===== src/rtl/bounce_box_gen.sv =====
// Bouncing box pattern generator for the VGA output stage.
// Box position steps once per frame at the start of vertical blanking, so the visible image never tears.
module bounce_box_gen #(
  parameter int unsigned H_VISIBLE = 640,
  parameter int unsigned V_VISIBLE = 480,
  parameter int unsigned BOX_SIZE  = 32,
  parameter int unsigned SPEED     = 2,
  parameter int unsigned INIT_X    = 0,
  parameter int unsigned INIT_Y    = 0,
  parameter logic [7:0]  BOX_COLOR = 8'hE0,
  parameter logic [7:0]  BG_COLOR  = 8'h03
) (
  input  logic       vgaclk,
  input  logic       rst,
  input  logic [9:0] hc,
  input  logic [9:0] vc,
  input  logic       pause,
  output logic [2:0] out_red,
  output logic [2:0] out_green,
  output logic [1:0] out_blue,
  output logic       frame_tick,
  output logic [7:0] bounce_count
);

  localparam logic [10:0] XMax = 11'(H_VISIBLE - BOX_SIZE);
  localparam logic [10:0] YMax = 11'(V_VISIBLE - BOX_SIZE);
  localparam logic [10:0] Spd  = 11'(SPEED);
  localparam logic [10:0] Box  = 11'(BOX_SIZE);

  logic [9:0]  box_x_q, box_x_d, box_y_q, box_y_d;
  logic        dir_x_q, dir_x_d, dir_y_q, dir_y_d;
  logic [7:0]  bounce_q;
  logic        tick_q;
  logic        update, bounce_x, bounce_y;
  logic [10:0] x_ext, y_ext, x_inc, x_dec, y_inc, y_dec;
  logic [10:0] hc_ext, vc_ext;
  logic [7:0]  color;

  assign update = (hc == 10'd0) && (vc == 10'(V_VISIBLE));
  // 11-bit arithmetic keeps the edge comparisons free of wrap-around
  assign x_ext  = {1'b0, box_x_q};
  assign y_ext  = {1'b0, box_y_q};
  assign x_inc  = x_ext + Spd;
  assign x_dec  = x_ext - Spd;
  assign y_inc  = y_ext + Spd;
  assign y_dec  = y_ext - Spd;

  always_comb begin
    box_x_d  = x_inc[9:0];
    dir_x_d  = dir_x_q;
    bounce_x = 1'b0;
    if (dir_x_q) begin
      if (x_inc >= XMax) begin
        box_x_d  = XMax[9:0];
        dir_x_d  = 1'b0;
        bounce_x = 1'b1;
      end
    end else if (x_ext <= Spd) begin
      box_x_d  = 10'd0;
      dir_x_d  = 1'b1;
      bounce_x = 1'b1;
    end else begin
      box_x_d  = x_dec[9:0];
    end
  end

  always_comb begin
    box_y_d  = y_inc[9:0];
    dir_y_d  = dir_y_q;
    bounce_y = 1'b0;
    if (dir_y_q) begin
      if (y_inc >= YMax) begin
        box_y_d  = YMax[9:0];
        dir_y_d  = 1'b0;
        bounce_y = 1'b1;
      end
    end else if (y_ext <= Spd) begin
      box_y_d  = 10'd0;
      dir_y_d  = 1'b1;
      bounce_y = 1'b1;
    end else begin
      box_y_d  = y_dec[9:0];
    end
  end

  always_ff @(posedge vgaclk) begin
    if (rst) begin
      box_x_q  <= 10'(INIT_X);
      box_y_q  <= 10'(INIT_Y);
      dir_x_q  <= 1'b1;
      dir_y_q  <= 1'b1;
      bounce_q <= 8'd0;
      tick_q   <= 1'b0;
    end else begin
      tick_q <= update;
      if (update && !pause) begin
        box_x_q <= box_x_d;
        box_y_q <= box_y_d;
        dir_x_q <= dir_x_d;
        dir_y_q <= dir_y_d;
        if (bounce_x || bounce_y) begin
          bounce_q <= bounce_q + 8'd1;
        end
      end
    end
  end

  assign hc_ext = {1'b0, hc};
  assign vc_ext = {1'b0, vc};

  always_comb begin
    color = BG_COLOR;
    if (hc >= 10'(H_VISIBLE) || vc >= 10'(V_VISIBLE)) begin
      color = 8'h00;
    end else if (hc >= box_x_q && hc_ext < x_ext + Box &&
                 vc >= box_y_q && vc_ext < y_ext + Box) begin
      color = BOX_COLOR;
    end
  end

  assign out_red      = color[7:5];
  assign out_green    = color[4:2];
  assign out_blue     = color[1:0];
  assign frame_tick   = tick_q;
  assign bounce_count = bounce_q;

endmodule


===== config.mk =====
export PLATFORM = sky130hd
export DESIGN_NAME = bounce_box_gen
export DESIGN_NICKNAME = d
export VERILOG_FILES = /design/src/rtl/bounce_box_gen.sv
export SDC_FILE = /design/constraint.sdc
export NUM_CORES = 1
export LEC_CHECK = 0
export CAP_MARGIN = 20
export CORE_ASPECT_RATIO = 1.1
export CORE_UTILIZATION = 30
export DETAILED_ROUTE_END_ITERATION = 16
export PLACE_DENSITY = 0.5
export SLEW_MARGIN = 20
export SYNTH_ARGS = -nofsm -noshare
export SYNTH_HDL_FRONTEND = slang
export SYNTH_SLANG_ARGS = --single-unit
export TNS_END_PERCENT = 50

===== constraint.sdc =====
create_clock -name vgaclk -period 3.2 [get_ports vgaclk]
set_input_delay 0.48 -clock vgaclk [delete_from_list [all_inputs] [get_ports vgaclk]]
set_output_delay 0.48 -clock vgaclk [all_outputs]
set_load 0.01 [all_outputs]

==> Yosys cells after proc, flatten, opt, wreduce, memory -nomap -nowiden <==
Cells that the tools add are included.
{ "word_totals": {"register_bits": 31, "out_inout_bits": 17} }
{ "classes": {"addsub": 7, "n_reduce_logical": 10, "n_eq_ne": 1, "magnitude_cmp": 10, "mux": 18} }
{ "op_table": {"columns": ["op", "n"], "rows": [
  ["two-way mux 10 bit", 6],
  ["adder 10 x 2 -> 11 bit, second input constant", 2],
  ["adder 10 x 6 -> 11 bit, second input constant", 2],
  ["less-than comparator 10 x 11 -> 1 bit", 2],
  [">= comparator 10 bit", 2],
  ["<= comparator 10 x 2 -> 1 bit, second input constant", 2],
  ["subtractor 10 x 2 -> 10 bit, second input constant", 2],
  ["two-way mux 8 bit", 2],
  [">= comparator 11 x 10 -> 1 bit, second input constant", 1],
  [">= comparator 11 x 9 -> 1 bit, second input constant", 1],
  ["equality test 10 x 9 -> 1 bit, second input constant", 1],
  [">= comparator 10 bit, second input constant", 1],
  [">= comparator 10 x 9 -> 1 bit, second input constant", 1],
  ["zero test 10 bit", 1],
  ["two-way mux 1 bit", 10],
  ["adder 8 x 1 -> 8 bit, second input constant", 1],
  ["logical AND 1 bit", 5],
  ["logical OR 1 bit", 2],
  ["AND reduction 2 bit", 1],
  ["zero test 1 bit", 1]
]} }

==> Depth between registers and ports, before layout <==
Gate-level depths: netlist of run 1.
{ "depth": {"word_depth": 7, "ltp_mapped": 13, "mapped_depth_nobuf": 11} }

==> Worst setup path before layout of run 1 <==
No wires, ideal clock.
{ "synth_timing": {"kind": "register to output", "start": "reg box_x_q[6]", "end": "out out_red[1]", "arrival_time_ns": 2.280, "stages_incl_launch_ff": 10, "path_buffers": 1, "setup_slack_ns": 0.440, "required_time_ns": 2.720, "path_cell_list": "dfxtp_1 > ha_1 > nand3_1 > xnor2_1 > ha_1 > a2111oi_0 > a31oi_1 > a211oi_1 > and3b_1 > buf_4"} }
{ "synth_between": {"elab_chain_cells": 7, "elab_cells_between_ends": 8, "classes_between": "1 x add/sub; 2 x order compare; 2 x mux; 3 x reduce/logical"} }
{ "synth_rtl": {"columns": ["element", "line", "text"], "rows": [
  ["start: declaration", "30", "logic [9:0] box_x_q, box_x_d, box_y_q, box_y_d;"],
  ["start signal: assignment", "88", "box_x_q <= 10'(INIT_X);"],
  ["start signal: assignment", "97", "box_x_q <= box_x_d;"],
  ["adder 10 x 6 -> 11 bit", "115", "end else if (hc >= box_x_q && hc_ext < x_ext + Box &&"],
  ["less-than comparator 10 x 11 -> 1 bit", "115", null],
  ["logical AND 1 bit (*) (2 in series)", "115", null],
  ["logical AND 1 bit (*)", "116", "vc >= box_y_q && vc_ext < y_ext + Box) begin"],
  ["two-way mux 8 bit (*)", "115", null],
  ["two-way mux 8 bit (*)", "113", "if (hc >= 10'(H_VISIBLE) || vc >= 10'(V_VISIBLE)) begin"],
  ["end: declaration", "18", "output logic [2:0] out_red,"]
]} }
Every way passes the cells marked *; elsewhere a longest branch is shown, timed or not.

==> Final worst setup path of run 1 <==
{ "layout_timing": {"start": "reg box_x_q[5]", "end": "out out_blue[1]"} }
{ "layout_between": {"elab_chain_cells": 7, "elab_cells_between_ends": 8, "classes_between": "1 x add/sub; 2 x order compare; 2 x mux; 3 x reduce/logical"} }
{ "layout_rtl": {"columns": ["element", "line", "text"], "rows": [
  ["adder 10 x 6 -> 11 bit", "115", null],
  ["less-than comparator 10 x 11 -> 1 bit", "115", null],
  ["logical AND 1 bit (*) (2 in series)", "115", null],
  ["logical AND 1 bit (*)", "116", null],
  ["two-way mux 8 bit (*)", "115", null],
  ["two-way mux 8 bit (*)", "113", null],
  ["end: declaration", "20", "output logic [1:0] out_blue,"]
]} }
Marks and branches as above.

==> results of run 1 <==
==> power by group through the flow <==
stage | Combinational, mW | Sequential [mW] | Clock, mW
floorplan | 0.0528 | 0.369 | 0
global placement | 0.109 | 0.369 | 0
detailed placement | 0.110 | 0.369 | 0
CTS | 0.111 | 0.361 | 0.353
global route | 0.129 | 0.360 | 0.366
finish | 0.115 | 0.361 | 0.344
==> sequential cells by signal (all words and copies together) (netlist names) <==
name	cells
box_x_q	9
box_y_q	9
bounce_count	8
dir_x_q	1
dir_y_q	1
frame_tick	1
==> area by class of cell <==
type                    instances  area, sq um  share of cell area, %
well taps                     120          150                   3.80
multi-input cells             316         2340                   59.1
clock inverters                 1         5.00                  0.127
clock buffers                   7         96.3                   2.44
inverters                      26         97.6                   2.47
flip-flops and latches         29          584                   14.8
repair buffers                 79          681                   17.2
==> critical path: stages, from the launching register on <==
cell	delay [ns]
dfxtp_2	0.34
ha_2	0.18
nand3_2	0.10
xnor2_2	0.15
ha_1	0.35
a2111oi_4	0.29
buf_4	0.16
a31oi_2	0.10
a211oi_2	0.23
a21oi_1	0.10
dlygate4sd2_1	0.30
==> cell families after synthesis <==
| kind of cell | count (synthesis) |
|---|---|
| other cells | 1 |
| xor+xnor | 11 |
| compound gates | 131 |
| fa+ha+maj | 39 |
| flops | 29 |
| buf+inv | 47 |
| mux | 6 |
| simple gates | 126 |
==> cell usage in the layout, fill, tap and decap left out, types with 3 or more instances in the layout <==
cell type	netlist	layout
buf_4	6	42
ha_1	39	38
a21oi_1	31	31
clkdlybuf4s50_1	0	30
dfxtp_1	29	26
inv_1	25	25
nand2_1	24	24
nor2_1	22	21
nand3_1	18	17
o21ai_0	18	17
nor3_1	11	11
o21a_1	10	10
xnor2_1	11	9
nor2b_1	7	7
clkbuf_8	2	7
a21o_1	6	6
o22ai_1	6	6
a211oi_1	7	6
and3_1	5	5
nand4_1	5	5
nor4_1	5	5
o211ai_1	5	5
or3_1	5	5
nand2b_1	4	4
o21bai_1	4	4
a311oi_1	4	4
mux2_1	4	4
o211ai_2	3	3
a21oi_2	3	3
conb_1	1	3
dfxtp_2	0	3
==> synthesized netlist by cell type, types with 6 or more instances <==
cell type and instances:
ha_1 39, a21oi_1 31, dfxtp_1 29, inv_1 25, nand2_1 24, nor2_1 22, nand3_1 18, o21ai_0 18
nor3_1 11, xnor2_1 11, o21a_1 10, a211oi_1 7, nor2b_1 7, a21o_1 6, buf_4 6, o22ai_1 6
==> final timing paths <==
| path | end | from | slack (ns) |
|---|---|---|---|
| max | out_blue[1] | box_x_q[5] | 0.14 |
| min | bounce_count[1] | bounce_count[1] | 0.52 |
| max reg2reg | bounce_count[7] | box_x_q[4] | 0.52 |
| min reg2reg | bounce_count[1] | bounce_count[1] | 0.52 |
==> metal layers <==
| metal | share of wire, % | wire, microns |
|---|---|---|
| met5 | 0 | 0 |
| met4 | 1.7 | 155 |
| met3 | 3.4 | 305 |
| met2 | 49 | 4490 |
| met1 | 46 | 4140 |
==> metrics by stage <==
| stage | hold WS [ns] | cell area [sq um] | total power [mW] | instances | setup TNS, ns |
|---|---|---|---|---|---|
| 3_3_place_gp | 0.520 | 3790 | 0.478 | 569 | -0.931 |
| 6_report | 0.518 | 3950 | 0.820 | 578 | 0 |
| 3_5_place_dp | 0.522 | 3790 | 0.479 | 569 | -1.14 |
| 4_1_cts | 0.531 | 3910 | 0.825 | 577 | -0.0506 |
| 2_1_floorplan | 0.484 | 3120 | 0.422 | 392 | 0 |
| 5_1_grt | 0.549 | 3950 | 0.856 | 578 | -0.00811 |
==> timing repair <==
item | CTS | global route
hold buffers | 0 | 0
gates resized for setup | 12 | 17
setup buffers | 0 | 1
pin swaps | 1 | 5
endpoints found under the setup margin | 5 | 5
==> flow_summary.toml, run 1 <==
[global_routing]
grt-ovfl-total = 0
track_usage_pct = 17.5
grtUsageMet2_pct = 32.1
grt_pass1_vias = 3130
antenna_found_initial = 0
grt_util_met1_pct = 21.4
grt_busiest_layer = "met2"
grt_max_degree = 22
grt_use_met3_pct = 2.24
grt_first_pass_wirelength_mm = 15.1

[clock_tree]
clock_sinks = 29
worstSkewPairLatency_ns = 0.28
clkTransAtPathRegs_ns = 0.07
cts_tree = "done"
cts.htree.levels = 2
cts_buffers = 5
cts_root_buf = "clkbuf_8"
clockBufferDepth = 2

[critical_path]
arrival_ns = 2.58
r2r_cells = 7
worstPathRequired_ns = 2.72
critPathKind = "flop to primary output"
critPathCaptureType = "primary output"
cp-start-kind = "flop"
path_max_fanout = 2

[timing]
setup_slack_ns = 0.135
fin_crit_ns = 3.06
maxSlewHeadroom_pct = 47.7
drv_slew = 0
fmax_ghz = 0.326
hold_viol_final = 0
skew_ns = 0.00721
period_share_pct = 95.8
tightest_slew_ns = 0.780
finalSetupViolCount = 0

[drt]
vias = 3147
ant_nets = 0
drc = 0
wl_per_cell_microns = 15.7
drt_iter0_drc = 114
viasPerCell = 5.44
postRouteWirelength_mm = 9.09
firstDrtPassIters = 5

[place]
place_hpwl_mm = 7.12
dp_slack_ns = -0.291
gp_congestion = 0.885
port-buffer-count = 36

[synthesis]
synth_ff_type = "dfxtp_1"
synth_top_area_cell = "dfxtp_1"
synth_area_sq_um = 3110
synth-compound-area-share_pct = 29.5
synth_top_family_by_area = "compound AO/OA/AOI/OAI gates"
syn_avg_cell_area_sq_um = 7.99
ys_ff_latch = 29
synth_xor_area_share_pct = 3.09
synth-simple-area-share_pct = 22.2
ys_seq_area_share_pct = 18.6
synth.mux.area_fraction_pct = 2.25
async_reset_ff_share_pct = 0
synthAdderAreaFrac_pct = 15.7
yosysUniqueCellTypes = 76
synth_top_area_share_pct = 18.6
ys_top_cells_by_area = "dfxtp_1, ha_1, a21oi_1"
yosys_warnings = 0
netlist_instances = 390
synth_edf_count = 0

[power]
p_clk_share_pct = 42.0
internal_power_uw = 618
comb_power_share_pct = 14.0
p_seq_share_pct = 44.0
power.density_nw_per_um2 = 208
max-vdd-ir-drop_uv = 177
p_sw_uw = 202
switching_share_pct = 24.7
leakage_nw = 1.52

[die]
die_w_microns = 99.1
die-area_sq_um = 10800
row_count = 38
ios = 40
die_h_microns = 109
initial_core_util_pct = 31.2
core_sq_um = 9980

[min_path]
hold_depth = 2
hp-class = "flop to flop"

[finish]
area_delta_synth_final_pct = 26.8
nets = 519
fin_util_pct = 39.6
drive_above_1_share_pct = 20.3
nFillCells = 1051
diodes = 0

[status]
outcome = "finished, final reports clean"

[flow_run]
maxCapViolCount = 0
(Power assumes the default switching activity.)
==> inputs of run 2 (changes only) <==
- SKIP_CTS_REPAIR_TIMING: default -> 1
==> run 2 against run 1 <==
Effect of this change: clock power barely moved; combinational power about the same; die area unchanged.
==> flow_summary.toml, run 2 (synthesis gave the netlist of run 1 again) <==
[finish]
fin_util_pct = 39.8
final_area_sq_um = 3970
drive_above_1_share_pct = 18.7
area_delta_synth_final_pct = 27.5
nets = 520
layout_commonest_cell = "buf_4"
fin_cells = 579
diodes = 0
final_cell_mix = "buf_4, ha_1, a21oi_1, clkdlybuf4s50_1, dfxtp_1"

[timing]
fin_crit_ns = 3.13
hold_slack_ns = 0.518
drv_slew = 0
hold_viol_final = 0
fmax_ghz = 0.320
fin_setup_tns_ns = 0
skew_ns = 0.00731
tightest_slew_ns = 0.798
finalSetupViolCount = 0
setup_slack_ns = 0.0734
maxSlewHeadroom_pct = 46.5
period_share_pct = 97.7

[power]
comb_power_share_pct = 14.3
leakage_nw = 1.58
p_sw_uw = 201
switching_share_pct = 24.4
internal_power_uw = 620
p_clk_share_pct = 41.7
max-vdd-ir-drop_uv = 176
power.density_nw_per_um2 = 207
p_seq_share_pct = 44.0
power_uw = 821

[global_routing]
grt-ovfl-total = 0
grt_first_pass_wirelength_mm = 15.0
track_usage_pct = 17.4
antenna_found_initial = 0
grt_pass1_vias = 3117
grt_max_degree = 22

[drt]
firstDrtPassIters = 5
viasPerCell = 5.44
drc = 0
ant_nets = 0
wl_per_cell_microns = 15.8
drt_iter0_drc = 132
postRouteWirelength_mm = 9.16
vias = 3147

[critical_path]
crit_family = "compound AO/OA/AOI/OAI gates"
crit_buf_inv = 3
crit_chain = "clkdlybuf4s50_1 > ha_1 > o21a_1 > o21a_1 > o21a_1 > o21ai_1 > a31oi_2 > a211oi_2 > buf_4 > a21oi_1 > dlymetal6s2s_1"
cp-start-kind = "input pin"
worstPathRequired_ns = 2.72
critPathKind = "input pin to primary output"
crit_path_max_incr_delay_ns = 0.44
cpMostUsedCell = "o21a_1"
critPathCaptureType = "primary output"
critPathSlowestCell = "clkdlybuf4s50_1"
arrival_ns = 2.65
path_max_fanout = 2

[place]
gp_congestion = 0.885
port-buffer-count = 36
dpl_cell_area_sq_um = 3790
dp.cells = 569
place_hpwl_mm = 7.12
dp_slack_ns = -0.291

[die]
initial_core_util_pct = 31.2
core_sq_um = 9980
ios = 40
die_h_microns = 109
die_w_microns = 99.1
die-area_sq_um = 10800
row_count = 38

[clock_tree]
cts_buffers = 5
cts_tree = "done"
clock_sinks = 29
clockBufferDepth = 2
worstSkewPairLatency_ns = 0.28
clkTransAtPathRegs_ns = 0.06
cts_root_buf = "clkbuf_8"
cts.htree.levels = 2

[status]
outcome = "finished, final reports clean"

[min_path]
hp-class = "flop to flop"

[flow_run]
maxCapViolCount = 0
run 2: changes by cell type in the layout (fill, tap and decap cells not counted), sizes merged:
cell / change
clkdlybuf4s50: +1
dlygate4sd2: -2
clkbuf: -2
dlymetal6s2s: +4
run 2: final timing paths:
| check | start | end | slack, ns | cells after the start |
|---|---|---|---|---|
| worst min-delay path | bounce_count[1] | bounce_count[1] | 0.52 | 2 |
| worst max-delay path | hc[1] | out_blue[1] | 0.07 | 11 |
| worst max register to register | box_x_q[4] | bounce_count[7] | 0.50 | 7 |
| worst min register to register | bounce_count[1] | bounce_count[1] | 0.52 | 2 |
run 2: metal layers:
metal	vias up	GRT usage [%]	part of all wire, %	wire [microns]
met5	-	0	0	0
met4	0	4.94	1.7	156
met3	17	2.24	3.6	327
met2	72	31.9	49	4520
met1	1462	21.4	45	4150
li1	1596	-	-	-
run 2: worst register-to-register path, stage by stage, from the launching register on:
cell and delay [ns]:
dfxtp_1 0.33, buf_4 0.17, nor2_1 0.21, nand4_1 0.24, o31ai_2 0.71, o211ai_1 0.34, a21oi_1 0.25, mux2_1 0.33
run 2: area by class of cell:
class                      instances  area [sq um]
clock buffer                       7          96.3
inverter                          26          97.6
clock inverter                     1          5.00
timing repair buffer              80           716
tap                              120           150
sequential                        29           581
fill                            1056          6010
multi-input combinational        316          2320
run 2: power groups by stage:
stage / combinational (mW) / sequential [mW] / clock [mW]
after floorplan: 0.0528 / 0.369 / 0
after global placement: 0.109 / 0.369 / 0
after detailed placement: 0.110 / 0.369 / 0
after CTS: 0.111 / 0.361 / 0.353
after global routing: 0.132 / 0.361 / 0.366
final: 0.117 / 0.361 / 0.342
